## src/rtl/audio_pkg.sv

```systemverilog
// Shared constants and types for the I2S audio demo: divider bit map, frame
// geometry and the sample type.
package audio_pkg;

  localparam int DIV_W       = 11;
  localparam int MCLK_BIT    = 2;
  localparam int BCLK_BIT    = 4;
  localparam int SLOT_LSB    = 5;
  localparam int SLOT_MSB    = 10;

  localparam int SLOT_BITS   = 32;   // system clocks per I2S slot
  localparam int SAMPLE_W    = 16;
  localparam int FRAME_SLOTS = 64;

  typedef logic signed [SAMPLE_W-1:0] sample_t;

  // Left word then right word, each a 16-bit sample padded to 32 slots.
  function automatic logic [FRAME_SLOTS-1:0] frame_word(input sample_t s);
    return {s, 16'h0000, s, 16'h0000};
  endfunction

endpackage

```

## src/rtl/audio_i2s_tx.sv

```systemverilog
// Philips I2S transmitter: free-running divider, MCLK/BCLK/WS generation and a
// 64-bit frame shift register with the standard one-bit data delay.
module i2s_tx
  import audio_pkg::*;
(
  input  logic    clk,
  input  logic    rst_n,
  input  sample_t sample,
  output logic    load,
  output logic    mclk,
  output logic    bclk,
  output logic    sync,
  output logic    tx
);

  logic [DIV_W-1:0]       div;
  logic [FRAME_SLOTS-1:0] shreg;
  logic                   slot_end;

  // Last clock of a slot: the next edge is a BCLK falling edge.
  assign slot_end = (div[SLOT_LSB-1:0] == SLOT_LSB'(SLOT_BITS - 1));
  // Loading on the slot-0 -> slot-1 boundary gives the one-bit I2S delay.
  assign load     = (div == DIV_W'(SLOT_BITS - 1));

  // NOTE: sequential state uses non-blocking assignments so every flop samples
  // the pre-edge values of the others, which keeps all outputs one clk behind.
  always_ff @(posedge clk or negedge rst_n) begin
    if (!rst_n) begin
      div   <= '0;
      shreg <= '0;
      mclk  <= 1'b0;
      bclk  <= 1'b0;
      sync  <= 1'b0;
      tx    <= 1'b0;
    end else begin
      div <= div + 1'b1;
      if (load)
        shreg <= frame_word(sample);
      else if (slot_end)
        shreg <= {shreg[FRAME_SLOTS-2:0], 1'b0};
      mclk <= div[MCLK_BIT];
      bclk <= div[BCLK_BIT];
      sync <= div[SLOT_MSB];
      tx   <= shreg[FRAME_SLOTS-1];
    end
  end

endmodule

```

## src/rtl/audio_i2s_top.sv

```systemverilog
// Audio demo top: square-wave tone generator feeding the I2S transmitter,
// plus heartbeat, polarity and running LEDs.
module audio_i2s_top
  import audio_pkg::*;
#(
  parameter sample_t AMPLITUDE    = 16'sh2000,
  parameter int      TONE_HALF    = 24,
  parameter int      LED_DIV_BITS = 26
) (
  input  logic clk1000,
  input  logic cpu_reset0,
  output logic user_led0,
  output logic user_led1,
  output logic user_led2,
  output logic i2s_tx_mclk0,
  output logic i2s_tx0_clk,
  output logic i2s_tx0_sync,
  output logic i2s_tx0_tx
);

  localparam int TONE_W = (TONE_HALF > 1) ? $clog2(TONE_HALF) : 1;

  logic                    load;
  logic                    tone_neg;
  logic [TONE_W-1:0]       tone_cnt;
  logic [LED_DIV_BITS-2:0] led_cnt;
  logic                    led_msb;
  sample_t                 sample;

  assign sample = tone_neg ? sample_t'(-AMPLITUDE) : AMPLITUDE;

  i2s_tx u_i2s_tx (
    .clk    (clk1000),
    .rst_n  (cpu_reset0),
    .sample (sample),
    .load   (load),
    .mclk   (i2s_tx_mclk0),
    .bclk   (i2s_tx0_clk),
    .sync   (i2s_tx0_sync),
    .tx     (i2s_tx0_tx)
  );

  // The heartbeat MSB is kept as a toggle flop over the lower counter bits,
  // which behaves exactly like the top bit of a LED_DIV_BITS-wide counter.
  always_ff @(posedge clk1000 or negedge cpu_reset0) begin
    if (!cpu_reset0) begin
      tone_neg  <= 1'b0;
      tone_cnt  <= '0;
      led_cnt   <= '0;
      led_msb   <= 1'b0;
      user_led0 <= 1'b0;
      user_led1 <= 1'b0;
      user_led2 <= 1'b0;
    end else begin
      if (load) begin
        if (tone_cnt == TONE_W'(TONE_HALF - 1)) begin
          tone_cnt <= '0;
          tone_neg <= ~tone_neg;
        end else begin
          tone_cnt <= tone_cnt + 1'b1;
        end
      end
      led_cnt <= led_cnt + 1'b1;
      if (&led_cnt)
        led_msb <= ~led_msb;
      user_led0 <= led_msb;
      user_led1 <= ~tone_neg;
      user_led2 <= 1'b1;
    end
  end

endmodule

```

## config.mk

```make
export PLATFORM = sky130hd
export DESIGN_NAME = audio_i2s_top
export DESIGN_NICKNAME = d
export VERILOG_FILES = /design/src/rtl/audio_pkg.sv /design/src/rtl/audio_i2s_tx.sv /design/src/rtl/audio_i2s_top.sv
export SDC_FILE = /design/constraint.sdc
export NUM_CORES = 1
export LEC_CHECK = 0
export CAP_MARGIN = 40
export CORE_MARGIN = 3
export CORE_UTILIZATION = 65
export DETAILED_ROUTE_END_ITERATION = 10
export PLACE_DENSITY = 0.88
export SLEW_MARGIN = 30
export SYNTH_ARGS = -nofsm -noshare
export SYNTH_HDL_FRONTEND = slang
export SYNTH_SLANG_ARGS = --single-unit
```

## constraint.sdc

```tcl
create_clock -name clk1000 -period 5.69 [get_ports clk1000]
set_input_delay 1.138 -clock clk1000 [delete_from_list [all_inputs] [get_ports clk1000]]
set_output_delay 1.138 -clock clk1000 [all_outputs]
set_load 0.01 [all_outputs]
```

Word-level counts from Yosys, hierarchy flattened
Index checks and enable logic that the tools add are counted.
Widths: inputs -> output; s select.
{"block": "word_totals", "regBits": 114, "latchBits": 0, "ramBits": 0, "mem_bits_ro": 0, "out_inout_bits": 7, "wordCells": 28, "n_memories": 0}
{"block": "classes", "addsub": 3, "n_mul": 0, "div_mod_pow": 0, "n_lt_le_gt_ge": 0, "n_eq_ne": 3, "shifts": 0, "muxes": 4, "bitwise_logic": 2, "n_reduce_logical": 3}
{"operator": "$mux 64", "n": 2}
{"operator": "$add 25x1->25 const B", "n": 1}
{"operator": "$reduce_and 25->1", "n": 1}
{"operator": "$mux 16", "n": 1}
{"operator": "$add 11x1->11 const B", "n": 1}
{"operator": "$eq 11x5->1 const B", "n": 1}
{"operator": "$eq 5x5->1 const B", "n": 2}
{"operator": "$add 5x1->5 const B", "n": 1}
{"operator": "$mux 5", "n": 1}
{"operator": "$not 1->1", "n": 2}
{"operator": "$reduce_and 2->1", "n": 1}
{"operator": "$reduce_bool 2->1", "n": 1}

Logic depth before layout (Yosys ltp)
Gate-level depths: netlist of run 1.
{"block": "depth", "word_depth": 3, "ltp_mapped": 8}

By module
A second synthesis of run 1 with hierarchy kept.
{"block": "hier_totals", "cells_unflattened": 319, "area_unflattened_um2": 4354.2}
{"mod": "i2s_tx", "instances": 1, "cells_each": 194, "area_each_um2": 2902.8}
{"mod": "audio_i2s_top", "instances": 1, "cells_each": 125, "area_each_um2": 1451.4}

Worst setup path before layout of run 1
OpenSTA, ideal clock, no wires.
{"block": "synth_timing", "path_type": "flip-flop to flip-flop", "from": "register u_i2s_tx.div[0]", "to": "register u_i2s_tx.shreg[61]", "setup_ns": 0.133, "arrival_time_ns": 1.766, "required_ns": 5.557, "slack_ns": 3.792, "path_stages_with_launch": 9, "synth_period_minus_slack_ns": 1.898, "path_cell_list": "dfrtp_1 ha_1 and3_1 clkbuf_2 ha_1 clkbuf_1 buf_2 mux2i_1 nand2_1"}
{"block": "synth_via", "elab_chain_len": 2}
{"item": "start, declared", "line": "audio_i2s_tx.sv:16", "rtl": "logic [DIV_W-1:0] div;"}
{"item": "start signal, assigned", "line": "audio_i2s_tx.sv:36", "rtl": "div <= div + 1'b1;"}
{"item": "$eq 11x5->1 or $eq 5x5->1 (tied branches)", "line": "audio_i2s_tx.sv:23, audio_i2s_tx.sv:21"}
{"item": "$mux 64 or $reduce_bool 2->1 (tied branches)"}
{"item": "end signal, assigned", "line": "audio_i2s_tx.sv:38", "rtl": "shreg <= frame_word(sample);"}
{"item": "end signal, assigned", "line": "audio_i2s_tx.sv:40", "rtl": "shreg <= {shreg[FRAME_SLOTS-2:0], 1'b0};"}
{"item": "end, declared", "line": "audio_i2s_tx.sv:17", "rtl": "logic [FRAME_SLOTS-1:0] shreg;"}
Parallel ways exist; a longest one is shown, timed or not.
A chain may end at the register's enable or synchronous reset.

Worst setup path after layout of run 1
{"block": "layout_timing", "from": "register u_i2s_tx.tx", "to": "output port i2s_tx0_tx"}
{"item": "start, declared", "line": "audio_i2s_tx.sv:13", "rtl": "output logic tx"}
{"item": "start signal, assigned", "line": "audio_i2s_tx.sv:44", "rtl": "tx <= shreg[FRAME_SLOTS-1];"}
{"item": "end, declared", "line": "audio_i2s_top.sv:18", "rtl": "output logic i2s_tx0_tx"}
No word-level cell between the ends.

==> impl_results.md, run 1 <==
- Status: complete, no violations
- Max Clock Freq: 0.427 GHz
- Tmin final: about 2.3 ns
- Commonest non-fill, non-tap cell in the layout: dfrtp_1
- Starting density of the core: between 70% and 80%
- Mapped Nets: roughly 280
- Leak: between 0.0015 and 0.002 uW
- Footprint of the multi-input gates: roughly 0.0012 mm2
- Max H-tree Level: 3
- Critical path peak fanout: 1
- DRT Wirelength: about 5400 um
- Max_slew headroom: a little over half
- Ant diodes: 0
- Hold_buf cts: 0
- Final antenna-violating net count: 0
- Worst hold margin: ~0.38 ns
- CP top delay family: buffers and inverters
- HP Class: reg2reg
- Pins Over Slew Limit: 0
- Drt wl/cell: around 15 um
- Arr. time, crit path: 1.20 ns
- Cell Pwr Density: roughly 270 mW/mm2
- Setup bufs post-CTS: 0
- Sequential-to-total area share from yosys stat: around three fifths
- TritonCTS clock tree: done
- Port bufs: 8
- Yosys Warn Count: 0
- Die area: around 0.0062 mm2
- WP buf/inv: 1
- Clk slew on worst S/H paths: 0.08 ns
- Clock latency on the worst-skew pair: roughly 0.34 ns
- Final Hold Fails: 0
- Synthesized instance count: between 200 and 300
- RePlAce Congestion: between 0.7 and 0.8
- Worst Path Class, Setup: reg2out
- P&R area growth vs syn: 9.61%
- Synth Flop Type: dfrtp_1
- Number of synthesized flops with an enable pin: 0
- Setup TNS: 0 ns
- Period utilization: roughly two fifths
- Final setup viols: 0
- GRT overflow: 0
- Worst Setup Start Kind: flop
- Worst Tran Pin Value: roughly 0.7 ns
- Root buf cell: clkbuf_8
- Critical path's largest stage delay: 0.53 ns
- Rows: 25
- HPWL after DPL: about 3500 um
- Critical Path RT: around 4.6 ns
- Unique masters post-synth: 30
- CTS buffer count: 9
- Die Y: roughly 79 um
- Drt drc: 0
- RSZ-0062 raised after global routing: no
- Sink Count: 85
- Core Util, Final: about 77%
- Antenna violations before repair: 0
- Vias per cell: about 5.6
- VDD IR max: ~0.21 mV
- Ys async rst share: 100%
- First-pass GRT wire length: between 9000 and 10000 um
- Reg area: between 0.002 and 0.0025 mm2
- Post_cts resized: 0
- Post-synthesis register bit count: between 80 and 90
- Drt first pass iters: 4
- CP max stage cell: clkdlybuf4s50_1
- DRT iter0 DRCs: approximately 140
- Fillers: slightly above 300
- GRT Total Usage: between 20 and 25%
- Vias in the first global route: 2063
- Synth Cell Area: ~0.0034 mm2
- Total power: 1010 uW
- Net count, final: between 200 and 300
- Avg Cell Area, Syn: between 10 and 15 um2
- Crit. End Element: output port
- Via count: ~2000
- Die span in x: 78.7 um
- Max Cap Viol: 0
- Core area: 0.00491 mm2
- Critical path cell sequence: clkdlybuf4s50_1
- Clock Tree Buf Depth: 2
- Largest net degree at the start of global routing: 86
- Ports: 9
- Most frequent cells in the layout: 85 x dfrtp_1, 35 x nor2_1, 34 x mux2i_1
- Share of cells above drive strength 1: about 8.3%
- Final setup skew: about 0.0077 ns
-- worst paths after layout --
kind / from / to / slack, ns / cells after the start
max: u_i2s_tx.tx / i2s_tx0_tx / 3.35 / 1
min: u_i2s_tx.shreg[63] / u_i2s_tx.tx / 0.38 / 0
max reg2reg: u_i2s_tx.div[0] / u_i2s_tx.shreg[60] / 3.61 / 6
min reg2reg: u_i2s_tx.shreg[63] / u_i2s_tx.tx / 0.38 / 0
max in group asynchronous: cpu_reset0 / led_cnt[13] / 4.38 / 1
min in group asynchronous: cpu_reset0 / u_i2s_tx.shreg[32] / 0.82 / 1
-- cells by family after synthesis --
group	after synthesis	share of synthesized area (%)
and+or+nand+nor	92	14.2
DFF	85	61.9
adders and majority gates	4	1.46
buffers and inverters	16	2.11
AOI/OAI and AO/OA	7	1.09
muxes	36	10.6
xor gates and xnor gates	34	8.66
other	1	0.109
-- final cells by class --
cell class	count	area share (%)
multi-input combinational	174	33.0
clock inverter	1	0.133
timing repair buffer	9	2.89
clock buffer	13	4.75
inverter	6	0.598
tap	67	2.22
sequential	85	56.4
-- layer usage --
| layer | share of wire, % | GRT usage (%) | vias to the layer above |
|---|---|---|---|
| met5 | 0 | 0 | - |
| li1 | - | - | 941 |
| met3 | 2.4 | 3.85 | 11 |
| met2 | 52 | 33.3 | 26 |
| met1 | 44 | 25.9 | 1026 |
| met4 | 2.0 | 10.3 | 0 |
-- power breakdown --
part	total [uW]	switching, uW	internal [uW]
combinational	12.1	10.9	1.28
clock	389	188	201
sequential	604	0.123	604
total	1010	199	806
-- state kept, by name, indices dropped and copies added, names as in the netlist --
signal / cells
tone_cnt: 5
u_i2s_tx.div: 11
led_cnt: 25
user_led1: 1
user_led0: 1
u_i2s_tx.bclk: 1
u_i2s_tx.mclk: 1
u_i2s_tx.tx: 1
u_i2s_tx.sync: 1
user_led2: 1
led_msb: 1
tone_neg: 1
u_i2s_tx.shreg: 35
-- cells in the mapped netlist (all sizes together), types with 2 or more instances --
master,n,area (um2)
mux2i,34,340
nor2,35,131
xnor2,28,245
nand4,11,81.3
ha,4,50.1
nand3,13,65.1
a21oi,5,25.0
buf,7,37.5
clkbuf,3,12.5
mux2,2,22.5
and3,8,50.1
dfrtp,85,2130
and4,2,17.5
inv,6,22.5
nor4,3,46.3
nand2,14,52.6
xor2,6,52.6
-- stage by stage --
step           cell area (um2)  worst slack [ns]  cells
2_1_floorplan             3440              3.79    275
3_3_place_gp              3550              3.35    340
3_5_place_dp              3580              3.62    341
4_1_cts                   3770              3.33    355
5_1_grt                   3770              3.31    355
6_report                  3770              3.35    355
Power figures use the tool's default switching activity.
==> run 2: changes to the inputs <==
CORE_UTILIZATION = 60   (was 65)
PLACE_DENSITY = 0.83   (was 0.88)
clock period = 2.2 ns   (was 5.69 ns; I/O delays follow)
==> impl_results.md, run 2 (same netlist as run 1, synthesis figures left out) <==
- GRT Total Usage: 18.7% (-1.6 points)
- Leak: 0.00183 uW (+2.2%)
- Crit. End Element: flop
- Max Cap Viol: 0 (unchanged)
- Worst flop-to-flop path endpoint: u_i2s_tx.shreg[36]
- HP Class: in2async
- Grt met3 use: 3.84% (-0.017 points)
- Via count: 1947 (-2.8%)
- Die Y: 81.7 um (+3.8%)
- Vias per cell: 5.35 (-5.2%)
- Net count, final: 295 (+1.4%)
- Starting density of the core: 64.4% (-5.6 points)
- Period utilization: roughly four fifths
- Post_cts resized: 0 (unchanged)
- Max H-tree Level: 3 (unchanged)
- Final Hold Fails: 0 (unchanged)
- Total power: 2840 uW (+180%)
- Worst Tran Pin Value: 0.572 ns (-0.140 ns)
- Setup TNS: 0 ns (unchanged)
- Cell Pwr Density: 737 mW/mm2 (+180%)
- HPWL after DPL: 3270 um (-6.1%)
- Worst Path Class, Setup: reg2reg
- P&R area growth vs syn: 12.0%
- Arr. time, crit path: 1.96 ns (+0.76 ns)
- CTS buffer count: 9 (unchanged)
- Share of cells above drive strength 1: 9.86% (+1.5 points)
- First-pass GRT wire length: 9320 um (-3.3%)
- Largest registers: u_i2s_tx.shreg (35), led_cnt (25), u_i2s_tx.div (11)
- GRT overflow: 0 (unchanged)
- Vias in the first global route: 2034 (-1.4%)
- RePlAce Congestion: 0.740 (+3.6%)
- Worst r2r src: u_i2s_tx.div[0]
- GRT busiest layer: met2
- Final antenna-violating net count: 0 (unchanged)
- Fin cells: 364 (+2.5%)
- Die area: 0.00667 mm2 (+7.7%)
- Sink Count: 85 (unchanged)
- VDD IR max: 0.624 mV (+190%)
- Met1 Usage GRT: 26.5% (+0.65 points)
- TritonCTS clock tree: done
- Clk slew on worst S/H paths: 0.09 ns (about the same)
- Port bufs: 8 (unchanged)
- Critical path peak fanout: 35 (+34)
- Core Util, Final: 72.2% (-4.6 points)
- Clock Tree Buf Depth: 2 (unchanged)
- Tmin final: 1.72 ns
- Die span in x: 81.7 um (+3.8%)
- Antenna violations before repair: 0 (unchanged)
- Largest net degree at the start of global routing: 47 (-45%)
- Drt drc: 0 (unchanged)
- Drt first pass iters: 4 (unchanged)
- M2 GR Usage: 27.2% (-6.1 points)
- Core area: 0.00534 mm2 (+8.6%)
- R2R Setup Slk: 0.48 ns (-3.13 ns)
- Root buf cell: clkbuf_8
- Setup bufs post-CTS: 0 (unchanged)
- Final setup viols: 0 (unchanged)
- Largest register by flop count: u_i2s_tx.shreg
- Ant diodes: 0 (unchanged)
- FF-to-FF path depth: 6 (unchanged)
- Placed Cells: 348 (+2.1%)
- Drt wl/cell: 14.4 um (-5.7%)
- Max_slew headroom: 61.8% (+9.4 points)
- DRT Wirelength: 5250 um (-3.3%)
- Final setup skew: 0.0113 ns (+0.00357 ns)
- Rows: 26 (+4.0%)
- Commonest non-fill, non-tap cell in the layout: dfrtp_1
- Pins Over Slew Limit: 0 (unchanged)
- Clock latency on the worst-skew pair: 0.34 ns (about the same)
- DRT iter0 DRCs: 108 (-22%)
- Most frequent cells in the layout: 85 x dfrtp_1, 35 x nor2_1, 34 x mux2i_1
- Hold_buf cts: 0 (unchanged)
- Post-DP Area: 0.00362 mm2 (+0.94%)
- Status: complete, no violations
- Critical Path RT: 2.44 ns (-2.11 ns)
- Ports: 9 (unchanged)
- Max Clock Freq: 0.581 GHz
- Final instance area: 0.00385 mm2 (+2.2%)
- Largest register FFs: 35 (unchanged)
- Worst Setup Start Kind: flop
- RSZ-0062 raised after global routing: no
==> run 2: cell type report <==
cell class | instances | area, um2
Clock buffer | 11 | 151
Clock inverter | 5 | 81.3
Fill cell | 368 | 1480
Inverter | 6 | 22.5
Multi-Input combinational cell | 174 | 1240
Sequential cell | 85 | 2130
Tap cell | 70 | 87.6
Timing Repair Buffer | 13 | 140
==> run 2: layer usage <==
layer  part of all wire, %  up-vias  routed length [um]
li1                      -      952                   -
met1                    49      962                2580
met2                    47       21                2440
met3                   2.4       12                 128
met4                   1.8        0                  93
met5                     0        -                   0
==> run 2: critical path, stage by stage (launching register included) <==
cell     delay, ns
dfrtp_1       0.38
ha_1          0.18
and3_1        0.23
ha_2          0.23
buf_12        0.24
mux2i_1       0.26
nor2_1        0.07
==> run 2: how the worst max path moves through the flow <==
stage	start	end	slack (ns)	depth (start not counted)
2_1_floorplan	u_i2s_tx.div[0]	u_i2s_tx.shreg[61]	0.30	8
3_3_place_gp	u_i2s_tx.div[0]	u_i2s_tx.shreg[31]	0.58	6
3_5_place_dp	u_i2s_tx.div[0]	u_i2s_tx.shreg[30]	0.47	6
4_1_cts	u_i2s_tx.div[0]	u_i2s_tx.shreg[36]	0.47	6
5_1_grt	u_i2s_tx.div[0]	u_i2s_tx.shreg[62]	0.32	6
6_report	u_i2s_tx.div[0]	u_i2s_tx.shreg[36]	0.48	6
==> run 2: per-stage QoR <==
step                setup slack, ns  hold WS, ns
floorplan                     0.302        0.144
global placement              0.577        0.373
detailed placement            0.475        0.370
CTS                           0.465       0.0976
global route                  0.321        0.103
finish                        0.479       0.0903
==> run 2: power by group <==
group | leakage, uW | switching, uW | total [uW] | internal (uW)
Combinational | 0.000587 | 29.9 | 37.3 | 7.42
Clock | 0.000116 | 535 | 1240 | 704
Sequential | 0.00113 | 0.317 | 1560 | 1560
Total | 0.00183 | 565 | 2840 | 2270
==> run 3: changes to the inputs <==
clock period = 1.6 ns   (was 2.2 ns; I/O delays follow)
==> impl_results.md, run 3 (same netlist as run 1, synthesis figures left out) <==
- Final setup skew: 0.0101 ns (-0.00125 ns)
- Worst hold margin: 0.382 ns (+0.291 ns)
- Pins Over Slew Limit: 0 (unchanged)
- Status: complete, no violations
- Drt drc: 0 (unchanged)
- Cell Pwr Density: 959 mW/mm2 (+30%)
- Vias per cell: 5.41 (+1.1%)
- Core area: 0.00534 mm2 (unchanged)
- Critical path peak fanout: 5 (-86%)
- P&R area growth vs syn: 21.4%
- Share of cells above drive strength 1: 17.6% (+7.7 points)
- VDD IR max: 0.865 mV (+39%)
- Commonest non-fill, non-tap cell in the layout: dfrtp_1
- Total power: 4000 uW (+41%)
- Die span in x: 81.7 um (unchanged)
- Largest register FFs: 35 (unchanged)
- Largest register by flop count: u_i2s_tx.shreg
- Critical Path RT: 1.83 ns (-0.61 ns)
- Leak: 0.00199 uW (+8.3%)
- TritonCTS clock tree: done
- RSZ-0062 raised after global routing: yes
- Via count: 2104 (+8.1%)
- Drt wl/cell: 15.6 um (+8.0%)
- Worst Setup Start Kind: flop
- Max H-tree Level: 3 (unchanged)
- Clk slew on worst S/H paths: 0.08 ns (about the same)
- Sink Count: 85 (unchanged)
- Drt first pass iters: 6 (+2)
- RePlAce Congestion: 0.767 (+3.6%)
- Crit. End Element: flop
- Clock Tree Buf Depth: 2 (unchanged)
- HPWL after DPL: 3550 um (+8.5%)
- Rows: 26 (unchanged)
- Die area: 0.00667 mm2 (unchanged)
- Largest registers: u_i2s_tx.shreg (35), led_cnt (25), u_i2s_tx.div (11)
- Max Cap Viol: 0 (unchanged)
- Final setup viols: 0 (unchanged)
- Worst Path Class, Setup: reg2reg
- Max Clock Freq: 0.627 GHz (+7.8%)
- Tmin final: 1.60 ns (-0.125 ns)
- CTS buffer count: 9 (unchanged)
- Arr. time, crit path: 1.83 ns (-0.13 ns)
- GRT overflow: 0 (unchanged)
- Ant diodes: 0 (unchanged)
- First-pass GRT wire length: 10100 um (+8.1%)
- DRT iter0 DRCs: 70 (-35%)
- Final antenna-violating net count: 0 (unchanged)
- Largest net degree at the start of global routing: 33 (-30%)
- Final Hold Fails: 0 (unchanged)
- Net count, final: 320 (+8.5%)
- GRT Total Usage: 20.1% (+1.4 points)
- Core Util, Final: 78.3% (+6.1 points)
- Setup TNS: 0 ns (unchanged)
- Clock latency on the worst-skew pair: 0.35 ns (about the same)
- Ports: 9 (unchanged)
- Port bufs: 8 (unchanged)
- Period utilization: 99.7% (+22 points)
- Antenna violations before repair: 0 (unchanged)
- Starting density of the core: 64.4% (unchanged)
- DRT Wirelength: 6060 um (+15%)
- Vias in the first global route: 2237 (+10%)
- Root buf cell: clkbuf_8
- Most frequent cells in the layout: 85 x dfrtp_1, 35 x nor2_1, 33 x mux2i_1
- HP Class: reg2reg
- Die Y: 81.7 um (unchanged)
run 3: worst paths after layout:
| kind | from | end | slack [ns] | cells past startpoint |
|---|---|---|---|---|
| max | u_i2s_tx.div[5] | tone_cnt[3] | 0.004 | 4 |
| min | u_i2s_tx.shreg[63] | u_i2s_tx.tx | 0.38 | 0 |
| max reg2reg | u_i2s_tx.div[5] | tone_cnt[3] | 0.004 | 4 |
| min reg2reg | u_i2s_tx.shreg[63] | u_i2s_tx.tx | 0.38 | 0 |
| max in group asynchronous | cpu_reset0 | tone_cnt[3] | 0.68 | 3 |
| min in group asynchronous | cpu_reset0 | u_i2s_tx.shreg[60] | 0.43 | 2 |
run 3: cell type report:
cell class,instances,area [um2]
clock buffers,12,145
clock inverters,4,95.1
fillers,320,1160
inverters,6,22.5
multi-input cells,174,1290
flip-flops and latches,85,2130
well taps,70,87.6
repair buffers,38,409
run 3: metal layers:
metal | vias to the layer above | GRT usage [%] | wire (um)
li1 | 1008 | - | -
met4 | 0 | 6.81 | 91
met1 | 1063 | 25.5 | 2790
met2 | 25 | 33.0 | 3000
met5 | - | 0 | 0
met3 | 8 | 6.36 | 173
run 3: worst max-delay path, cell delays in order (launching register included):
cell and delay (ns):
dfrtp_1 0.41, nor3b_1 0.34, and3_4 0.29, nand4_1 0.11, mux2_1 0.32
run 3: repair_timing:
item	4_1_cts	5_1_grt
setup endpoints to repair	26	30
endpoints found under the hold margin	26	0
pin swaps	0	9
hold buffers	1	0
resized for setup	4	6
gates cloned	0	3
buffers inserted	0	6
run 3: power breakdown:
group / leakage [uW] / total, uW / switching, uW / internal [uW]
combinational: 0.000734 / 58.2 / 43.1 / 15.2
clock: 0.000121 / 1800 / 718 / 1080
sequential: 0.00113 / 2150 / 0.445 / 2150
total: 0.00199 / 4000 / 762 / 3240
run 3: stage by stage:
stage / setup slack [ns] / area, um2 / cells
6_report: 0.00423 / 4180 / 389
5_1_grt: -0.0850 / 4180 / 389
4_1_cts: 0.0113 / 4040 / 380
3_5_place_dp: -0.0347 / 3770 / 363
3_3_place_gp: 0.0300 / 3770 / 363
2_1_floorplan: -0.000457 / 3480 / 275
